--- src/rtl/draw_line_clip.sv ---
// Bresenham line rasteriser with screen clipping.
//
// Accepts a line command (two signed endpoints) over a ready/valid handshake.
// It walks the line from the endpoint with the smaller y to the other one, so y
// never decreases. Only points inside the visible screen are presented on the
// pixel ready/valid port. Off-screen points are skipped at one point per clock.
//
// Ports:
//   clk, rst_n           clock (rising edge), asynchronous active-low reset
//   cmd_valid/cmd_ready  line command handshake; x0,y0,x1,y1 sampled on transfer
//   pix_valid/pix_ready  pixel handshake towards the framebuffer; pix_x/pix_y
//   busy                 a line is in progress (FSM not idle)
//   done                 one-cycle pulse once a line has been fully walked
module draw_line_clip #(
  parameter int unsigned XY_BITW = 16,
  parameter int unsigned SCR_W   = 640,
  parameter int unsigned SCR_H   = 480
) (
  input  logic                      clk,
  input  logic                      rst_n,
  input  logic                      cmd_valid,
  output logic                      cmd_ready,
  input  logic signed [XY_BITW-1:0] x0,
  input  logic signed [XY_BITW-1:0] y0,
  input  logic signed [XY_BITW-1:0] x1,
  input  logic signed [XY_BITW-1:0] y1,
  output logic                      pix_valid,
  input  logic                      pix_ready,
  output logic [XY_BITW-1:0]        pix_x,
  output logic [XY_BITW-1:0]        pix_y,
  output logic                      busy,
  output logic                      done
);

  // Two extra bits keep |dx|, -|dy| and their sum free of overflow.
  localparam int unsigned EW = XY_BITW + 2;
  localparam logic [XY_BITW-1:0] ONE = XY_BITW'(1);

  typedef enum logic [1:0] {StIdle, StInit, StDraw, StDone} state_e;

  state_e r_state, w_state_nxt;

  // Latched command endpoints
  logic signed [XY_BITW-1:0] r_px0, r_py0, r_px1, r_py1;
  // Walk state
  logic signed [XY_BITW-1:0] r_cx, r_cy, r_bx, r_by;
  logic signed [EW-1:0]      r_dx, r_dy, r_err;
  logic                      r_right;

  // Endpoint ordering and line setup
  logic                      w_swap;
  logic signed [XY_BITW-1:0] w_ax, w_ay, w_bx, w_by;
  logic signed [EW-1:0]      w_ax_e, w_ay_e, w_bx_e, w_by_e;
  logic signed [EW-1:0]      w_dx_raw, w_dx, w_dy;

  // Stepping
  logic signed [EW:0]        w_e2, w_dx_w, w_dy_w;
  logic                      w_step_x, w_step_y;
  logic signed [EW-1:0]      w_err_nxt;
  logic                      w_at_end, w_inside, w_adv;
  logic [XY_BITW-1:0]        w_cx_u, w_cy_u;

  assign w_swap = (r_py0 > r_py1);
  assign w_ax   = w_swap ? r_px1 : r_px0;
  assign w_ay   = w_swap ? r_py1 : r_py0;
  assign w_bx   = w_swap ? r_px0 : r_px1;
  assign w_by   = w_swap ? r_py0 : r_py1;

  assign w_ax_e = {{2{w_ax[XY_BITW-1]}}, w_ax};
  assign w_ay_e = {{2{w_ay[XY_BITW-1]}}, w_ay};
  assign w_bx_e = {{2{w_bx[XY_BITW-1]}}, w_bx};
  assign w_by_e = {{2{w_by[XY_BITW-1]}}, w_by};

  assign w_dx_raw = w_bx_e - w_ax_e;
  assign w_dx     = w_dx_raw[EW-1] ? -w_dx_raw : w_dx_raw;
  assign w_dy     = w_ay_e - w_by_e;  // -(yb - ya), never positive

  assign w_e2     = {r_err, 1'b0};
  assign w_dx_w   = {r_dx[EW-1], r_dx};
  assign w_dy_w   = {r_dy[EW-1], r_dy};
  assign w_step_x = (w_e2 >= w_dy_w);
  assign w_step_y = (w_e2 <= w_dx_w);

  always_comb begin
    w_err_nxt = r_err;
    if (w_step_x) w_err_nxt = w_err_nxt + r_dy;
    if (w_step_y) w_err_nxt = w_err_nxt + r_dx;
  end

  assign w_cx_u   = r_cx;
  assign w_cy_u   = r_cy;
  assign w_at_end = (r_cx == r_bx) && (r_cy == r_by);
  // Sign bit rules out negatives; the remaining magnitude compare is then unsigned.
  assign w_inside = !r_cx[XY_BITW-1] && (w_cx_u < XY_BITW'(SCR_W)) &&
                    !r_cy[XY_BITW-1] && (w_cy_u < XY_BITW'(SCR_H));
  // Off-screen points advance unconditionally; on-screen ones wait for the sink.
  assign w_adv    = (r_state == StDraw) && (!w_inside || pix_ready);

  always_comb begin
    w_state_nxt = r_state;
    unique case (r_state)
      StIdle:  if (cmd_valid) w_state_nxt = StInit;
      StInit:  w_state_nxt = StDraw;
      StDraw:  if (w_adv && w_at_end) w_state_nxt = StDone;
      StDone:  w_state_nxt = StIdle;
      default: w_state_nxt = StIdle;
    endcase
  end

  always_ff @(posedge clk or negedge rst_n) begin
    if (!rst_n) begin
      r_state <= StIdle;
      r_px0   <= '0;
      r_py0   <= '0;
      r_px1   <= '0;
      r_py1   <= '0;
      r_cx    <= '0;
      r_cy    <= '0;
      r_bx    <= '0;
      r_by    <= '0;
      r_dx    <= '0;
      r_dy    <= '0;
      r_err   <= '0;
      r_right <= 1'b0;
    end else begin
      r_state <= w_state_nxt;
      if (r_state == StIdle && cmd_valid) begin
        r_px0 <= x0;
        r_py0 <= y0;
        r_px1 <= x1;
        r_py1 <= y1;
      end
      if (r_state == StInit) begin
        r_cx    <= w_ax;
        r_cy    <= w_ay;
        r_bx    <= w_bx;
        r_by    <= w_by;
        r_dx    <= w_dx;
        r_dy    <= w_dy;
        r_err   <= w_dx + w_dy;
        r_right <= (w_ax < w_bx);
      end
      if (w_adv && !w_at_end) begin
        if (w_step_x) r_cx <= r_right ? (r_cx + ONE) : (r_cx - ONE);
        if (w_step_y) r_cy <= r_cy + ONE;
        r_err <= w_err_nxt;
      end
    end
  end

  always_comb begin
    cmd_ready = (r_state == StIdle);
    busy      = (r_state != StIdle);
    done      = (r_state == StDone);
    pix_valid = (r_state == StDraw) && w_inside;
    pix_x     = (r_state == StDraw) ? w_cx_u : '0;
    pix_y     = (r_state == StDraw) ? w_cy_u : '0;
  end

endmodule

--- config.mk ---
export PLATFORM = sky130hd
export DESIGN_NAME = draw_line_clip
export DESIGN_NICKNAME = d
export VERILOG_FILES = /design/src/rtl/draw_line_clip.sv
export SDC_FILE = /design/constraint.sdc
export NUM_CORES = 1
export LEC_CHECK = 0
export ABC_AREA = 1
export ABC_CLOCK_PERIOD_IN_PS = 13800
export CORE_MARGIN = 2
export CORE_UTILIZATION = 30
export CTS_CLUSTER_DIAMETER = 60
export DETAILED_ROUTE_END_ITERATION = 8
export PLACE_DENSITY = 0.53
export SYNTH_ARGS = -nofsm -noshare
export SYNTH_HDL_FRONTEND = slang
export SYNTH_SLANG_ARGS = --single-unit
--- constraint.sdc ---
create_clock -name clk -period 13.8 [get_ports clk]
set_clock_uncertainty 0.05 [all_clocks]
set_input_delay 2.76 -clock clk [delete_from_list [all_inputs] [get_ports clk]]
set_output_delay 2.76 -clock clk [all_outputs]
set_load 0.02 [all_outputs]
==> After elaboration in Yosys (flattened, before gate mapping) <==
Index checks and enable logic that the tools add are counted.
{ "totals": {"out_inout_bits": 36, "regBits": 184, "input_bits": 68} }
{ "classes": {"addsub": 9, "n_eq_ne": 7, "muxes": 21, "n_lt_le_gt_ge": 6, "n_reduce_logical": 18} }
{ "op_table": {"columns": ["cell", "count"], "rows": [
  ["16-bit two-way mux", 13],
  ["18-bit two-way mux", 5],
  ["18-bit by 17-bit adder with 18-bit output", 2],
  ["16-bit by 16-bit subtractor with 17-bit output", 2],
  ["16-bit by 1-bit adder with 16-bit output, second input constant", 2],
  ["16-bit == test", 2],
  ["19-bit by 17-bit greater-or-equal comparator with 1-bit output", 1],
  ["19-bit by 18-bit less-or-equal comparator with 1-bit output", 1],
  ["18-bit adder", 1],
  ["17-bit negator with 18-bit output", 1],
  ["16-bit > comparator", 1],
  ["16-bit by 10-bit < comparator with 1-bit output, second input constant", 1],
  ["16-bit < comparator", 1],
  ["16-bit by 9-bit < comparator with 1-bit output, second input constant", 1],
  ["16-bit by 1-bit subtractor with 16-bit output, second input constant", 1],
  ["1-bit logical AND", 9],
  ["2-bit one-hot mux with 4 select lines", 1],
  ["2-bit == test, second input constant", 2],
  ["1-bit zero test", 4],
  ["2-bit two-way mux", 2],
  ["2-bit nonzero test", 2],
  ["2-bit by 1-bit == test with 1-bit output, second input constant", 1],
  ["2-bit zero test", 1],
  ["2-bit by 1-bit != test with 1-bit output, second input constant", 1],
  ["3 further kinds", 3]
]} }

==> Depth between registers and ports, before layout <==
{ "depth": {"ltp_word": 10, "ltp_mapped": 49, "ltp_nobuf": 47} }

==> Worst setup path before layout <==
OpenSTA, ideal clock, no wires.
{ "synth_path": {"path_kind": "flip-flop to flip-flop", "from": "reg r_py0[15]", "to": "reg r_err[12]", "arrival_ps": 4887, "period_less_slack_ps": 5084, "path_slack_ps": 8716, "path_stages_with_launch": 45, "setup_time_ps": 146, "cell_sequence": "dfrtp_1 ha_1 buf_4 nand2_2 inv_1 a21oi_1 nand2_1 inv_1 nand2_2 nand2_2 nand3_4 buf_6 nand2_2 nand3_2 ha_1 inv_1 nand2_1 nand2_1 [9 not listed] inv_1 ha_1 nand2_1 nand2_1 a21oi_1 nor2_1 o21ai_0 nand2_1 nand2_1 nand2_1 a21oi_1 o21ai_0 nand2_1 nand2_1 a21oi_1 a21oi_1 o21ai_0 a41oi_1"} }
{ "synth_between": {"elab_chain_len": 8} }
{ "synth_lines": {"columns": ["element", "line_no", "text"], "rows": [
  ["start: declaration", "44", "logic signed [XY_BITW-1:0] r_px0, r_py0, r_px1, r_py1;"],
  ["start signal: assignment", "129", "r_py0 <= y0;"],
  ["16-bit > comparator *", "63", "assign w_swap = (r_py0 > r_py1);"],
  ["16-bit two-way mux (on tied branches)", "66, 64", null],
  ["16-bit by 16-bit subtractor with 17-bit output *", "74", "assign w_dx_raw = w_bx_e - w_ax_e;"],
  ["17-bit negator with 18-bit output", "75", "assign w_dx = w_dx_raw[EW-1] ? -w_dx_raw : w_dx_raw;"],
  ["18-bit two-way mux *", "75", null],
  ["named net w_dx[2]", "54", "logic signed [EW-1:0] w_dx_raw, w_dx, w_dy;"],
  ["18-bit by 17-bit adder with 18-bit output *", "140", "r_err <= w_dx + w_dy;"],
  ["18-bit two-way mux *", "133", "if (r_state == StInit) begin"],
  ["18-bit two-way mux *", "143", "if (w_adv && !w_at_end) begin"],
  ["end signal: assignment", "140", null],
  ["end signal: assignment", "146", "r_err <= w_err_nxt;"],
  ["end: declaration", "47", "logic signed [EW-1:0] r_dx, r_dy, r_err;"]
]} }
Mark *: on every way through the listed nets, which the timed path passes. The rest lies on a longest branch. The select of a mux whose other input is x is not followed.
A chain may end at the register's enable or synchronous reset.

==> Final worst setup path <==
{ "layout_path": {"from": "reg r_py0[15]", "to": "reg r_err[17]"} }
Same word-level chain as after synthesis.

==> flow_summary.toml <==
[drt]
route.met3.wl_um = 1987
wirelength_um = 51320
routed.top_layer = "met4"
ant_nets = 0
met2_length_um = 24140
firstDrtPassIters = 8
drt-wirelength-per-cell_um = 16.80
drt_iter0_markers = 1103
routed_via_density = 4.920
route.detailed.drc = 0
wl_met1_um = 24190
vias = 15031

[floorplan]
fp.coreArea_um2 = 51410
pin_count = 104
start_util_pct = 30.46
dieArea_um2 = 54040
die_w_um = 232.5
die_h_um = 232.5
fp-row-count = 83

[outcome]
status = "completed"

[place]
dp_slack_ns = 6.782
place_congestion = 0.9225
port_buffers = 103
dpl.hpwl_um = 40690

[synth]
synth.area.top_cells = "dfrtp_1 (29%), nand2_1 (16%), ha_1 (10%)"
synth.most_common_cell = "nand2_1"
ys_top_cells_by_count = "nand2_1 (647), inv_1 (299), o21ai_0 (201)"
synth_top_cell_by_area = "dfrtp_1"
async_flop_share_pct = 100.0
synth.distinct_cells = 57
yosysWarnings = 0
synthCells = 2301
synth_edf_count = 0
synth_top_area_share_pct = 29.41
syn_nets = 2498
ys_seq_area_share_pct = 29.41
ys.flop_type = "dfrtp_1"
synth_area_um2 = 15660
ys_ff_latch = 184
syn_area_per_cell_um2 = 6.805

[cells_and_area]
num_antenna_cells = 0
drive_gt1_share_pct = 5.432
multi_input_area_um2 = 9574
nNetsFinal = 2559
syn2layout_area_growth_pct = 14.34
nFillCells = 5591
register_area_um2 = 4604
largest_registers = "r_dx x18, r_err x18, r_dy x17"

[clocking]
cts_root_buf = "clkbuf_16"
htree_levels = 4
cts_inserted_buffers = 17
cts-hold-fix-buffers = 0
path_clk_slew_ns = 0.08
clock_sinks = 184
insertion_delay_ns = 0.47
cts_buffer_depth = 2
post_cts_resize_count = 0
postCtsSetupRepairBufs = 0
cts_tree = "done"

[timing]
maxSlewViolCount = 0
setup_viol = 0
fmax_mhz = 139.3
tightest_slew_ns = 1.120
fin_ws_ns = 6.620
post-route-period-util_pct = 52.03
tns_ns = 0
rsz0062_at_grt = "no"
slew-limit-headroom_pct = 25.30
min_period_ns = 7.180
hold_viol_final = 0

[grt]
antenna_found_initial = 0
grt_pass1_vias = 14529
track_usage_pct = 19.30
grt-ovfl-total = 0
grt_max_degree = 102
grt_pass1_wl_um = 81100

[job]
drv_cap = 0

[worst_setup_path]
rrSetupSlack_ns = 6.62
worstReg2RegEnd = "r_err[17]$_DFFE_PN0P_"
cp_max_fo = 101
crit_family = "simple AND/OR/NAND/NOR gates"
crit_buf_inv = 3
worstPathArrival_ns = 7.48
end_kind = "flip-flop"
cp-start-kind = "flip-flop"
required_ns = 14.10
reg2reg_depth = 40
cpMostUsedCell = "nand2_1"
crit_slowest_cell = "buf_4"
path_class = "flip-flop to flip-flop"
timing.rr.start = "r_py0[15]$_DFFE_PN0P_"
slowest_delay_ns = 0.72

[hold_path]
min_path_type = "flip-flop to flip-flop"
whs_path_depth = 2
hold_path.startpoint = "r_bx[11]$_DFFE_PN0N_"
hold_path_end = "r_bx[11]$_DFFE_PN0N_"
-- worst min-delay path: cells and delay by family (launching register included) --
family | cells | cell delay, ns
simple gates | 1 | 0.06
flops | 1 | 0.34
compound gates | 1 | 0.06
-- routing by layer --
layer	global-route usage, %	vias up
met2	32.25	293
met1	25.92	7069
li1	-	7618
met5	0	-
met3	2.855	51
met4	5.195	0
-- layout make-up --
type	instances	area share (%)
Multi-Input combinational cell	1742	53.48
Sequential cell	184	25.72
Inverter	304	6.381
Timing Repair Buffer	113	6.199
Tap cell	680	4.753
Clock buffer	20	2.551
Clock inverter	12	0.9156
-- through the flow --
step | hold WS [ns] | utilization, % | std cells | cell area, um^2
floorplan | 0.4030 | - | 2301 | 15660
global placement | 0.4287 | 33.62 | 3023 | 17280
detailed placement | 0.4345 | 33.62 | 3023 | 17280
CTS | 0.4476 | 34.83 | 3055 | 17900
global route | 0.4762 | 34.83 | 3055 | 17900
finish | 0.4429 | 34.83 | 3055 | 17900
-- cells by family after synthesis --
group                      count (synthesis)  synth area share (%)
and+or+nand+nor                         1039                 28.04
muxes                                     17                 1.215
xor gates and xnor gates                  96                 5.370
AOI/OAI and AO/OA                        461                 15.96
DFF                                      184                 29.41
buffers and inverters                    375                 9.509
adders and majority gates                129                 10.50
-- how the worst max path moves through the flow --
stage	start	end	slack, ns	depth (start not counted)
4_1_cts	r_py0[15]$_DFFE_PN0P_	r_err[17]$_DFFE_PN0P_	6.76	40
5_1_grt	r_py0[15]$_DFFE_PN0P_	r_err[17]$_DFFE_PN0P_	5.87	40
6_report	r_py0[15]$_DFFE_PN0P_	r_err[17]$_DFFE_PN0P_	6.62	40
3_3_place_gp	r_py0[15]$_DFFE_PN0P_	r_err[17]$_DFFE_PN0P_	6.94	37
3_5_place_dp	r_py0[15]$_DFFE_PN0P_	r_err[17]$_DFFE_PN0P_	6.78	40
2_1_floorplan	r_py0[15]$_DFFE_PN0P_	r_err[12]$_DFFE_PN0P_	8.72	44
-- cell usage in the layout (no fill, tap or decap), types with 4 or more instances in the layout --
cell type	n
nand2_1	646
inv_1	298
o21ai_0	201
dfrtp_1	184
nor2_1	166
a21oi_1	157
ha_1	124
nand3_1	106
clkdlybuf4s50_1	102
xor2_1	52
xnor2_1	44
o21ai_1	35
nand4_1	27
nand2_2	22
nor3_1	21
clkbuf_16	17
mux2_2	16
or2_2	13
a31oi_1	11
buf_4	10
o211ai_1	8
nand3_2	8
nor4_1	8
o2111ai_1	6
nor2_2	6
o21bai_1	5
a211oi_1	4
a21o_1	4
inv_2	4
and2_1	4
a22oi_1	4
a32oi_1	4
fa_1	4
Power is left out: the tool's default activity adds up to more than one toggle a clock period on the data nets, which glitch-free logic cannot reach.
